### src/rtl/multicycle_pkg.sv
// Shared encodings for the multicycle RISC-V control FSM and its ALU decoder.
package multicycle_pkg;

    typedef enum logic [3:0] {
        StFetch,
        StDecode,
        StMemAdr,
        StMemRead,
        StMemWb,
        StMemWrite,
        StExecuteR,
        StExecuteI,
        StAluWb,
        StBeq,
        StJal
    } state_e;

    // Opcodes (instr[6:0])
    localparam logic [6:0] OpLoad  = 7'b0000011;
    localparam logic [6:0] OpStore = 7'b0100011;
    localparam logic [6:0] OpRtype = 7'b0110011;
    localparam logic [6:0] OpItype = 7'b0010011;
    localparam logic [6:0] OpBeq   = 7'b1100011;
    localparam logic [6:0] OpJal   = 7'b1101111;

    // FSM request to the ALU decoder
    localparam logic [1:0] AluOpAdd   = 2'b00;
    localparam logic [1:0] AluOpSub   = 2'b01;
    localparam logic [1:0] AluOpFunct = 2'b10;

    // ALU operation
    localparam logic [2:0] AluAdd = 3'b000;
    localparam logic [2:0] AluSub = 3'b001;
    localparam logic [2:0] AluAnd = 3'b010;
    localparam logic [2:0] AluOr  = 3'b011;
    localparam logic [2:0] AluSlt = 3'b101;

    // ALU operand selects
    localparam logic [1:0] SrcAPc    = 2'b00;
    localparam logic [1:0] SrcAOldPc = 2'b01;
    localparam logic [1:0] SrcARegA  = 2'b10;
    localparam logic [1:0] SrcBRegB  = 2'b00;
    localparam logic [1:0] SrcBImm   = 2'b01;
    localparam logic [1:0] SrcBFour  = 2'b10;

    // Result bus select
    localparam logic [1:0] ResAluOut    = 2'b00;
    localparam logic [1:0] ResMemData   = 2'b01;
    localparam logic [1:0] ResAluResult = 2'b10;

    // Immediate format
    localparam logic [1:0] ImmI = 2'b00;
    localparam logic [1:0] ImmS = 2'b01;
    localparam logic [1:0] ImmB = 2'b10;
    localparam logic [1:0] ImmJ = 2'b11;

    // Immediate format depends only on the opcode, independent of FSM state
    function automatic logic [1:0] imm_src_for(logic [6:0] op);
        logic [1:0] imm;
        unique case (op)
            OpStore: imm = ImmS;
            OpBeq:   imm = ImmB;
            OpJal:   imm = ImmJ;
            default: imm = ImmI;
        endcase
        return imm;
    endfunction

endpackage

### src/rtl/multicycle_controller_alu_decoder.sv
// Combinational ALU decoder: maps FSM alu_op plus funct fields to an ALU operation.
module alu_decoder
    import multicycle_pkg::*;
(
    input  logic [6:0] op_i,
    input  logic [2:0] funct3_i,
    input  logic       funct7b5_i,
    input  logic [1:0] alu_op_i,
    output logic [2:0] alu_control_o,
    output logic       funct_illegal_o
);

    // Select ALU operation; unsupported funct3 falls back to add and is flagged
    always_comb begin
        alu_control_o   = AluAdd;
        funct_illegal_o = 1'b0;
        case (alu_op_i)
            AluOpSub: alu_control_o = AluSub;
            AluOpFunct: begin
                case (funct3_i)
                    3'b000: begin
                        // Only R-type distinguishes sub via funct7b5; addi has no such bit
                        if (op_i == OpRtype && funct7b5_i) begin
                            alu_control_o = AluSub;
                        end
                    end
                    3'b010:  alu_control_o = AluSlt;
                    3'b110:  alu_control_o = AluOr;
                    3'b111:  alu_control_o = AluAnd;
                    default: funct_illegal_o = 1'b1;
                endcase
            end
            default: alu_control_o = AluAdd;
        endcase
    end

endmodule

### src/rtl/multicycle_controller.sv
// Multicycle RISC-V control FSM: sequences a shared ALU and unified memory port.
module multicycle_controller
    import multicycle_pkg::*;
(
    input  logic       clk_i,
    input  logic       reset_i,
    input  logic [6:0] op_i,
    input  logic [2:0] funct3_i,
    input  logic       funct7b5_i,
    input  logic       zero_i,
    input  logic       mem_ready_i,
    output logic       mem_req_o,
    output logic       adr_src_o,
    output logic       ir_write_o,
    output logic       pc_write_o,
    output logic       reg_write_o,
    output logic       mem_write_o,
    output logic [1:0] alu_src_a_o,
    output logic [1:0] alu_src_b_o,
    output logic [1:0] result_src_o,
    output logic [2:0] alu_control_o,
    output logic [1:0] imm_src_o,
    output logic       illegal_instr_o
);

    state_e     state_q, state_d;
    logic [1:0] alu_op;
    logic       decode_illegal;
    logic       funct_illegal;
    logic       op_supported;

    assign op_supported = (op_i == OpLoad)  || (op_i == OpStore) || (op_i == OpRtype) ||
                          (op_i == OpItype) || (op_i == OpBeq)   || (op_i == OpJal);

    // State register with synchronous reset
    always_ff @(posedge clk_i) begin
        if (reset_i) begin
            state_q <= StFetch;
        end else begin
            state_q <= state_d;
        end
    end

    // Next-state logic; memory states hold until mem_ready
    always_comb begin
        state_d = state_q;
        unique case (state_q)
            StFetch:    if (mem_ready_i) state_d = StDecode;
            StDecode: begin
                case (op_i)
                    OpLoad, OpStore: state_d = StMemAdr;
                    OpRtype:         state_d = StExecuteR;
                    OpItype:         state_d = StExecuteI;
                    OpBeq:           state_d = StBeq;
                    OpJal:           state_d = StJal;
                    default:         state_d = StFetch;
                endcase
            end
            StMemAdr:   state_d = (op_i == OpLoad) ? StMemRead : StMemWrite;
            StMemRead:  if (mem_ready_i) state_d = StMemWb;
            StMemWrite: if (mem_ready_i) state_d = StFetch;
            StMemWb:    state_d = StFetch;
            StExecuteR: state_d = StAluWb;
            StExecuteI: state_d = StAluWb;
            StAluWb:    state_d = StFetch;
            StBeq:      state_d = StFetch;
            StJal:      state_d = StAluWb;
            default:    state_d = StFetch;
        endcase
    end

    // Output decode; enables are forced low while reset is asserted
    always_comb begin
        mem_req_o      = 1'b0;
        adr_src_o      = 1'b0;
        ir_write_o     = 1'b0;
        pc_write_o     = 1'b0;
        reg_write_o    = 1'b0;
        mem_write_o    = 1'b0;
        alu_src_a_o    = SrcAPc;
        alu_src_b_o    = SrcBRegB;
        result_src_o   = ResAluOut;
        alu_op         = AluOpAdd;
        decode_illegal = 1'b0;
        unique case (state_q)
            StFetch: begin
                mem_req_o    = 1'b1;
                alu_src_b_o  = SrcBFour;
                result_src_o = ResAluResult;
                ir_write_o   = mem_ready_i;
                pc_write_o   = mem_ready_i;
            end
            StDecode: begin
                alu_src_a_o    = SrcAOldPc;
                alu_src_b_o    = SrcBImm;
                decode_illegal = !op_supported;
            end
            StMemAdr: begin
                alu_src_a_o = SrcARegA;
                alu_src_b_o = SrcBImm;
            end
            StMemRead: begin
                mem_req_o = 1'b1;
                adr_src_o = 1'b1;
            end
            StMemWrite: begin
                mem_req_o   = 1'b1;
                adr_src_o   = 1'b1;
                mem_write_o = 1'b1;
            end
            StMemWb: begin
                result_src_o = ResMemData;
                reg_write_o  = 1'b1;
            end
            StExecuteR: begin
                alu_src_a_o = SrcARegA;
                alu_src_b_o = SrcBRegB;
                alu_op      = AluOpFunct;
            end
            StExecuteI: begin
                alu_src_a_o = SrcARegA;
                alu_src_b_o = SrcBImm;
                alu_op      = AluOpFunct;
            end
            StAluWb: begin
                result_src_o = ResAluOut;
                reg_write_o  = 1'b1;
            end
            StBeq: begin
                alu_src_a_o = SrcARegA;
                alu_src_b_o = SrcBRegB;
                alu_op      = AluOpSub;
                pc_write_o  = zero_i;
            end
            StJal: begin
                alu_src_a_o = SrcAOldPc;
                alu_src_b_o = SrcBFour;
                pc_write_o  = 1'b1;
            end
            default: ;
        endcase
        if (reset_i) begin
            mem_req_o      = 1'b0;
            ir_write_o     = 1'b0;
            pc_write_o     = 1'b0;
            reg_write_o    = 1'b0;
            mem_write_o    = 1'b0;
            decode_illegal = 1'b0;
        end
    end

    alu_decoder u_alu_decoder (
        .op_i            (op_i),
        .funct3_i        (funct3_i),
        .funct7b5_i      (funct7b5_i),
        .alu_op_i        (alu_op),
        .alu_control_o   (alu_control_o),
        .funct_illegal_o (funct_illegal)
    );

    assign imm_src_o       = imm_src_for(op_i);
    assign illegal_instr_o = !reset_i && (decode_illegal || funct_illegal);

endmodule

### config.mk
export PLATFORM = sky130hd
export DESIGN_NAME = multicycle_controller
export DESIGN_NICKNAME = d
export VERILOG_FILES = /design/src/rtl/multicycle_pkg.sv /design/src/rtl/multicycle_controller_alu_decoder.sv /design/src/rtl/multicycle_controller.sv
export SDC_FILE = /design/constraint.sdc
export NUM_CORES = 1
export LEC_CHECK = 0
export BUFFER_PORTS_ARGS = -buffer_cell sky130_fd_sc_hd__clkbuf_2
export CAP_MARGIN = 20
export CORE_MARGIN = 2
export CORE_UTILIZATION = 44
export CTS_CLUSTER_DIAMETER = 30
export DETAILED_ROUTE_END_ITERATION = 10
export HOLD_SLACK_MARGIN = 0.03
export PLACE_DENSITY = 0.78
export SYNTH_ARGS = -nofsm -noshare
export SYNTH_HDL_FRONTEND = slang
export SYNTH_SLANG_ARGS = --single-unit
export TNS_END_PERCENT = 10
### constraint.sdc
create_clock -name clk_i -period 1.8 [get_ports clk_i]
set_input_delay 0.36 -clock clk_i [delete_from_list [all_inputs] [get_ports clk_i]]
set_output_delay 0.36 -clock clk_i [all_outputs]
set_load 0.02 [all_outputs]
==> out/metrics.csv, run 1 <==
metric;value;unit
crit_path_end_kind;output pin;
yosys_warnings;0;
grt_start_max_net_pins;15;
fp.dieH;42.3;µm
placed_cells;150;
cts_tree;done;
dp_hpwl;1490;µm
failed_checks;negative setup slack;
cts_max_level;1;
hold_viol;0;
holdCritPathClass;in2reg;
path_buf_inv;2;
cp.required;1.44;ns
post-route-period-util;113;%
diodes;0;
clock-sinks;4;
critical-path-max-stage-delay;0.32;ns
finalNonFillerCells;154;
fmax;0.492;GHz
overflow;0;
start_util;48.5;%
num_rows;13;
synth_area;647;µm²
setup_violations;6;
synth_seq_cells;4;
dieArea;1790;µm²
top_register;state_q;
clkTransAtPathRegs;0.04;ns
final_area;1080;µm²
peakVddDrop;0.282;mV
drc;0;
top_regs;state_q x4;
grt_use_total;24.8;%
synth_fp_nets;112;
fin_skew;0.00443;ns
routabilityCongestion;0.817;
clk_path_buf_depth;2;
worst_slew_pin_slew;0.346;ns
maxSlewViolCount;0;
drt_pass1_iterations;4;
vias;887;
max-slew-margin-rel;76.7;%
rsz0062_at_grt;yes;
power_density;342;nW/µm²
grt_pass1_wl;3450;µm
critical_path_class;reg2out;
wirelength;2160;µm
coreArea;1330;µm²
fp.dieW;42.3;µm
crit_slowest_cell;dfxtp_2;
cts_root_buf;clkbuf_4;
synthCells;95;
status;finished, violations left;
routed_via_density;5.76;
top_level_ports;33;
final_common_cell;clkbuf_2;
drive_gt1_share;50.4;%
p_total;0.371;mW
cp_cell_sequence;and2b_1 -> nand3b_1 -> inv_2 -> ha_4 -> nor4_4 -> clkbuf_8;
area_delta_synth_final;67.7;%
grt_pass1_vias;796;
largest_reg_flops;4;
hold-path-cell-count;2;
cts_buffers;3;
synth.distinct_cells;40;
ys_seq_area_share;12.4;%
placed_cell_area;953;µm²
critPathLaunchType;register;
initialDrtViolationCount;23;
max-cap-violations;0;
critPathMaxFanout;4;
syn_area_per_cell;6.81;µm²
worstSkewPairLatency;0.25;ns
layout_common_cells;clkbuf_2 (23), buf_4 (20), nand2_1 (12), nor2_1 (12), nor3_1 (5);
fin_nets;158;
wire_per_inst;14.0;µm
antenna_left;0;
antenna_found_initial;0;
portBuffers;32;
leakagePower;0.510;nW
setup_ws;-0.233;ns
cp_top_family;simple AND/OR/NAND/NOR gates;
crit_arrival;1.67;ns
r2r_cells;6;
min_period;2.03;ns
path_depth;6;
[through the flow]
step	hold slack, ns	utilization, %	setup slack, ns	setup TNS [ns]
final	0.450	81.3	-0.233	-0.950
after floorplan	0.527	-	-0.0780	-0.326
after global placement	0.613	71.5	-0.00313	-0.00565
after global routing	0.470	81.3	-0.310	-1.40
after detailed placement	0.630	71.5	-0.0649	-0.0649
after CTS	0.450	78.6	-0.208	-0.877
[power by group]
group	switching, mW	internal (mW)
Sequential	0.00169	0.0912
Clock	0.0444	0.0751
Combinational	0.0886	0.0700
[cell families after synthesis]
group | Yosys count | synth area share (%)
AOI/OAI and AO/OA | 19 | 22.2
xor gates and xnor gates | 3 | 4.06
adders and majority gates | 2 | 3.87
buffers and inverters | 12 | 9.28
DFF | 4 | 12.4
muxes | 4 | 6.38
and+or+nand+nor | 51 | 41.8
[what timing repair did]
action | CTS | global route
setup buffers | 1 | 0
setup endpoints to repair | 10 | 11
resized for setup | 15 | 14
hold endpoints to repair | 0 | 0
hold buffers | 0 | 0
pin swaps | 5 | 1
[path summary, 6_finish.rpt]
path	startpoint	end	slack [ns]
hold / removal	reset_i	state_q[0]$_SDFFE_PP0P_	0.45
setup / recovery	state_q[1]$_SDFFE_PP0P_	alu_control_o[2]	-0.23
hold reg to reg	state_q[3]$_SDFFE_PP0P_	state_q[2]$_SDFFE_PP0P_	0.63
setup reg to reg	state_q[1]$_SDFFE_PP0P_	state_q[0]$_SDFFE_PP0P_	0.27
[layout make-up]
cell class,instances,area (µm²)
tap,15,18.8
multi-input combinational,79,633
inverter,4,15.0
fill,86,249
sequential,4,82.6
clock buffer,3,22.5
timing repair buffer,49,313
[synthesized netlist by cell type]
cell,instances,share of area (%)
nand2_1,12,7.0
nor2_1,12,7.0
nor3_1,7,5.4
buf_2,6,4.6
a21oi_1,5,3.9
dfxtp_1,4,12
inv_1,4,2.3
nor4_1,4,3.9
mux2i_1,3,4.6
a22oi_1,2,2.3
and2b_1,2,2.3
ha_1,2,3.9
nand3b_1,2,2.3
nor2b_1,2,1.9
or3_1,2,1.9
xnor2_1,2,2.7
a2111oi_2,1,2.3
a211o_1,1,1.4
a211oi_2,1,1.9
a2bb2oi_1,1,1.4
a311oi_1,1,1.4
a31oi_1,1,0.97
a32oi_1,1,1.4
and3_1,1,0.97
and3b_1,1,1.4
buf_6,1,1.7
clkbuf_1,1,0.58
mux2_2,1,1.7
nand2b_1,1,0.97
nor3b_1,1,1.2
nor4b_1,1,1.4
nor4bb_1,1,1.5
o211ai_1,1,1.2
o21ai_0,1,0.77
o21bai_1,1,1.2
o22ai_1,1,0.97
o2bb2ai_1,1,1.4
or3b_1,1,1.4
or3b_2,1,1.4
xor2_1,1,1.4
[metal layers]
layer	vias to the layer above	part of all wire (%)	track usage (%)	wire, µm
met5	-	0	0	0
met2	47	50	44.6	1080
met4	0	1.9	13.1	41
met3	4	7.0	1.29	151
li1	437	-	-	-
met1	399	41	28.9	883
(Power assumes the default switching activity.)
==> run 2: changes to the inputs <==
- ABC_AREA: default -> 1
- CELL_PAD_IN_SITES_DETAIL_PLACEMENT: default -> 2
- CELL_PAD_IN_SITES_GLOBAL_PLACEMENT: default -> 2
- CORE_UTILIZATION: 44 -> 19
- GPL_TIMING_DRIVEN: default -> 0
- PLACE_DENSITY: 0.78 -> default
- PLACE_DENSITY_LB_ADDON: default -> 0.1
==> run 2 against run 1 <==
  * The flow still finishes with violations (negative setup slack)
  * Largest power group unchanged
  * Flip-flop and latch count unchanged
  * Largest cell class unchanged
  * Sequential share of layout area rose by 1.7 points
  * Power down 5.3%
  * Clock power is 5% lower
  * Global-route usage fell by 11 points
==> out/metrics.csv, run 2 <==
metric;value;unit;change
synth.distinct_cells;22;;-45%
fin_nets;168;;+6.3%
routed_via_density;4.24;;-26%
switchingPower;0.136;mW;+1.2%
yosys.area.top_type;nand2_1;;
yosys_warnings;0;;unchanged
hold_viol;0;;unchanged
critPathLaunchType;register;;
leakagePower;0.465;nW;-8.7%
switching_share;38.8;%;+2.5 points
critical-path-max-stage-delay;0.35;ns;+0.03 ns
final_common_cell;clkbuf_2;;
r2r_cells;7;;+1
drive_gt1_share;47.0;%;-3.4 points
cts_tree;done;;
coreArea;3030;µm²;+130%
combinationalPowerShare;40.4;%;-2.3 points
drt_pass1_iterations;4;;unchanged
setup_ws;-0.173;ns;+0.0598 ns
failed_checks;negative setup slack;;
dp_hpwl;1890;µm;+27%
synth_ff_type;dfxtp_1;;
start_util;19.8;%;-29 points
max-slew-margin-rel;63.3;%;-13 points
dieArea;3610;µm²;+100%
vias;819;;-7.7%
grt_use_total;13.6;%;-11 points
worst_slew_pin_slew;0.550;ns;+0.204 ns
syn_area_per_cell;5.34;µm²;-22%
yosysMostFrequentCell;nand2_1;;
grt_pass1_vias;857;;+7.7%
top_level_ports;33;;unchanged
crit_path_end_kind;output pin;;
largest_reg_flops;4;;unchanged
antenna_found_initial;0;;unchanged
seq_power_share;27.4;%;+2.4 points
cts_buffers;3;;unchanged
routabilityCongestion;0.746;;-8.6%
ys_seq_area_share;13.4;%;+1.0 points
fp.dieW;60.1;µm;+42%
async_reset_ff_share;0;%;unchanged
num_rows;20;;+7
final.fill_count;396;;+360%
clkTransAtPathRegs;0.04;ns;about the same
holdCritPathClass;in2reg;;
rsz0062_at_grt;yes;;
crit_arrival;1.61;ns;-0.06 ns
initialDrtViolationCount;10;;-57%
overflow;0;;unchanged
path_depth;7;;+1
min_period;1.97;ns;-0.0598 ns
intPower;0.215;mW;-8.9%
path_buf_inv;3;;+1
fin_setup_tns;-0.946;ns;+0.00375 ns
diodes;0;;unchanged
synth_fp_nets;129;;+15%
hold-path-cell-count;4;;+2
peakVddDrop;0.171;mV;-40%
final_area;936;µm²;-14%
p_total;0.351;mW;-5.3%
cts_root_buf;clkbuf_4;;
seqCellArea;87.6;µm²;+6.1%
clk_path_buf_depth;2;;unchanged
synth_area;598;µm²;-7.5%
synth-edff-count;0;;unchanged
reg2reg_slack;0.41;ns;+0.14 ns
synth_seq_cells;4;;unchanged
cp_cell_sequence;buf_4 -> nor2_2 -> nand2_2 -> nor2_1 -> inv_1 -> a31oi_1 -> clkbuf_2;;
synthCells;112;;+18%
layout_common_cells;clkbuf_2 (26), nand2_1 (23), nor2_1 (19);;
fp.dieH;60.1;µm;+42%
critical_path_class;reg2out;;
grt_start_max_net_pins;11;;-4
multiInputGateArea;490;µm²;-23%
ctsHoldBuffers;0;;unchanged
grt_pass1_wl;3790;µm;+9.8%
cts_max_level;1;;unchanged
post-route-period-util;110;%;-3.3 points
wire_per_inst;11.9;µm;-15%
fmax;0.507;GHz;+3.0%
p_clk_share;32.1;%;about the same
cp.required;1.44;ns;about the same
drc;0;;unchanged
fin_util;30.9;%;-50 points
area_delta_synth_final;56.5;%;
placed_cell_area;813;µm²;-15%
clock-sinks;4;;unchanged
max-cap-violations;0;;unchanged
status;finished, violations left;;
synthTopCellsByArea;nand2_1 (16%), dfxtp_1 (13%), nor2_1 (13%), inv_1 (11%), nand3_1 (8.4%);;
wirelength;2300;µm;+6.4%
portBuffers;31;;-3.1%
crit_slowest_cell;dfxtp_4;;
synth_common_cells;nand2_1 (25), nor2_1 (21), inv_1 (17);;
fin_skew;0.00321;ns;-0.00122 ns
power_density;376;nW/µm²;+9.8%
top_register;state_q;;
top_regs;state_q x4;;
maxSlewViolCount;0;;unchanged
setup_violations;9;;+3
worstSkewPairLatency;0.23;ns;-0.02 ns
antenna_left;0;;unchanged
cp_top_family;simple AND/OR/NAND/NOR gates;;
yosysTopAreaCellShare;15.7;%;+3.3 points
critPathMaxFanout;5;;+1
## run 2: cell types whose count changed in the layout (fill, tap and decap cells not counted), sizes merged, moves of 3 or more
cell,delta
clkbuf,+4
nor2,+15
nor4,-4
buf,-18
mux2i,-3
nand3,+11
inv,+18
nand2,+16
nor3,-6
## run 2: logic make-up after synthesis
logic type      after synthesis  share of synthesized area [%]
flops                         4                           13.4
fa+ha+maj                     2                           4.18
compound gates               14                           15.1
buf+inv                      23                           14.4
simple gates                 69                           52.9
## run 2: area by class of cell
class	count	area share, %
Buffer	1	0.401
Clock buffer	3	2.41
Inverter	22	8.82
Multi-Input combinational cell	85	52.4
Sequential cell	4	9.36
Tap cell	44	5.88
Timing Repair Buffer	34	20.7
## run 2: power by group through the flow
stage	clock network [mW]	logic (mW)	registers [mW]
final	0.113	0.142	0.0964
after CTS	0.112	0.143	0.0980
after global placement	0	0.135	0.0983
after global routing	0.125	0.162	0.0971
after detailed placement	0	0.139	0.0983
after floorplan	0	0.0876	0.0968
## run 2: what timing repair did
item / CTS / global route
resized for setup: 19 / 7
pin swaps: 7 / 5
endpoints found under the setup margin: 7 / 11
setup buffers: 2 / 1
cloned: 0 / 0
## run 2: final timing paths
| path | startpoint | end |
|---|---|---|
| worst max-delay path | state_q[2]$_SDFFE_PP0P_ | pc_write_o |
| worst min-delay path | mem_ready_i | state_q[1]$_SDFFE_PP0P_ |
| worst min register to register | state_q[0]$_SDFFE_PP0P_ | state_q[0]$_SDFFE_PP0P_ |
| worst max register to register | state_q[2]$_SDFFE_PP0P_ | state_q[2]$_SDFFE_PP0P_ |
## run 2: routing by layer
| metal | global-route usage [%] | wire, µm | up-vias |
|---|---|---|---|
| li1 | - | - | 427 |
| met1 | 18.3 | 1090 | 376 |
| met2 | 23.0 | 1150 | 16 |
| met3 | 2.60 | 54 | 0 |
| met4 | 1.90 | 0 | 0 |
| met5 | 0 | 0 | - |
## run 2: worst min-delay path, delay by kind of cell
| kind | cells | cell delay [ns] |
|---|---|---|
| buffers and inverters | 2 | 0.14 |
| and+or+nand+nor | 1 | 0.10 |
| AOI/OAI and AO/OA | 1 | 0.08 |
## run 2: through the flow
stage | cells | hold WS (ns) | setup WS [ns]
CTS | 192 | 0.460 | -0.218
floorplan | 112 | 0.537 | -0.0225
finish | 193 | 0.476 | -0.173
global route | 193 | 0.537 | -0.310
detailed placement | 187 | 0.592 | -0.165
global placement | 187 | 0.585 | -0.123
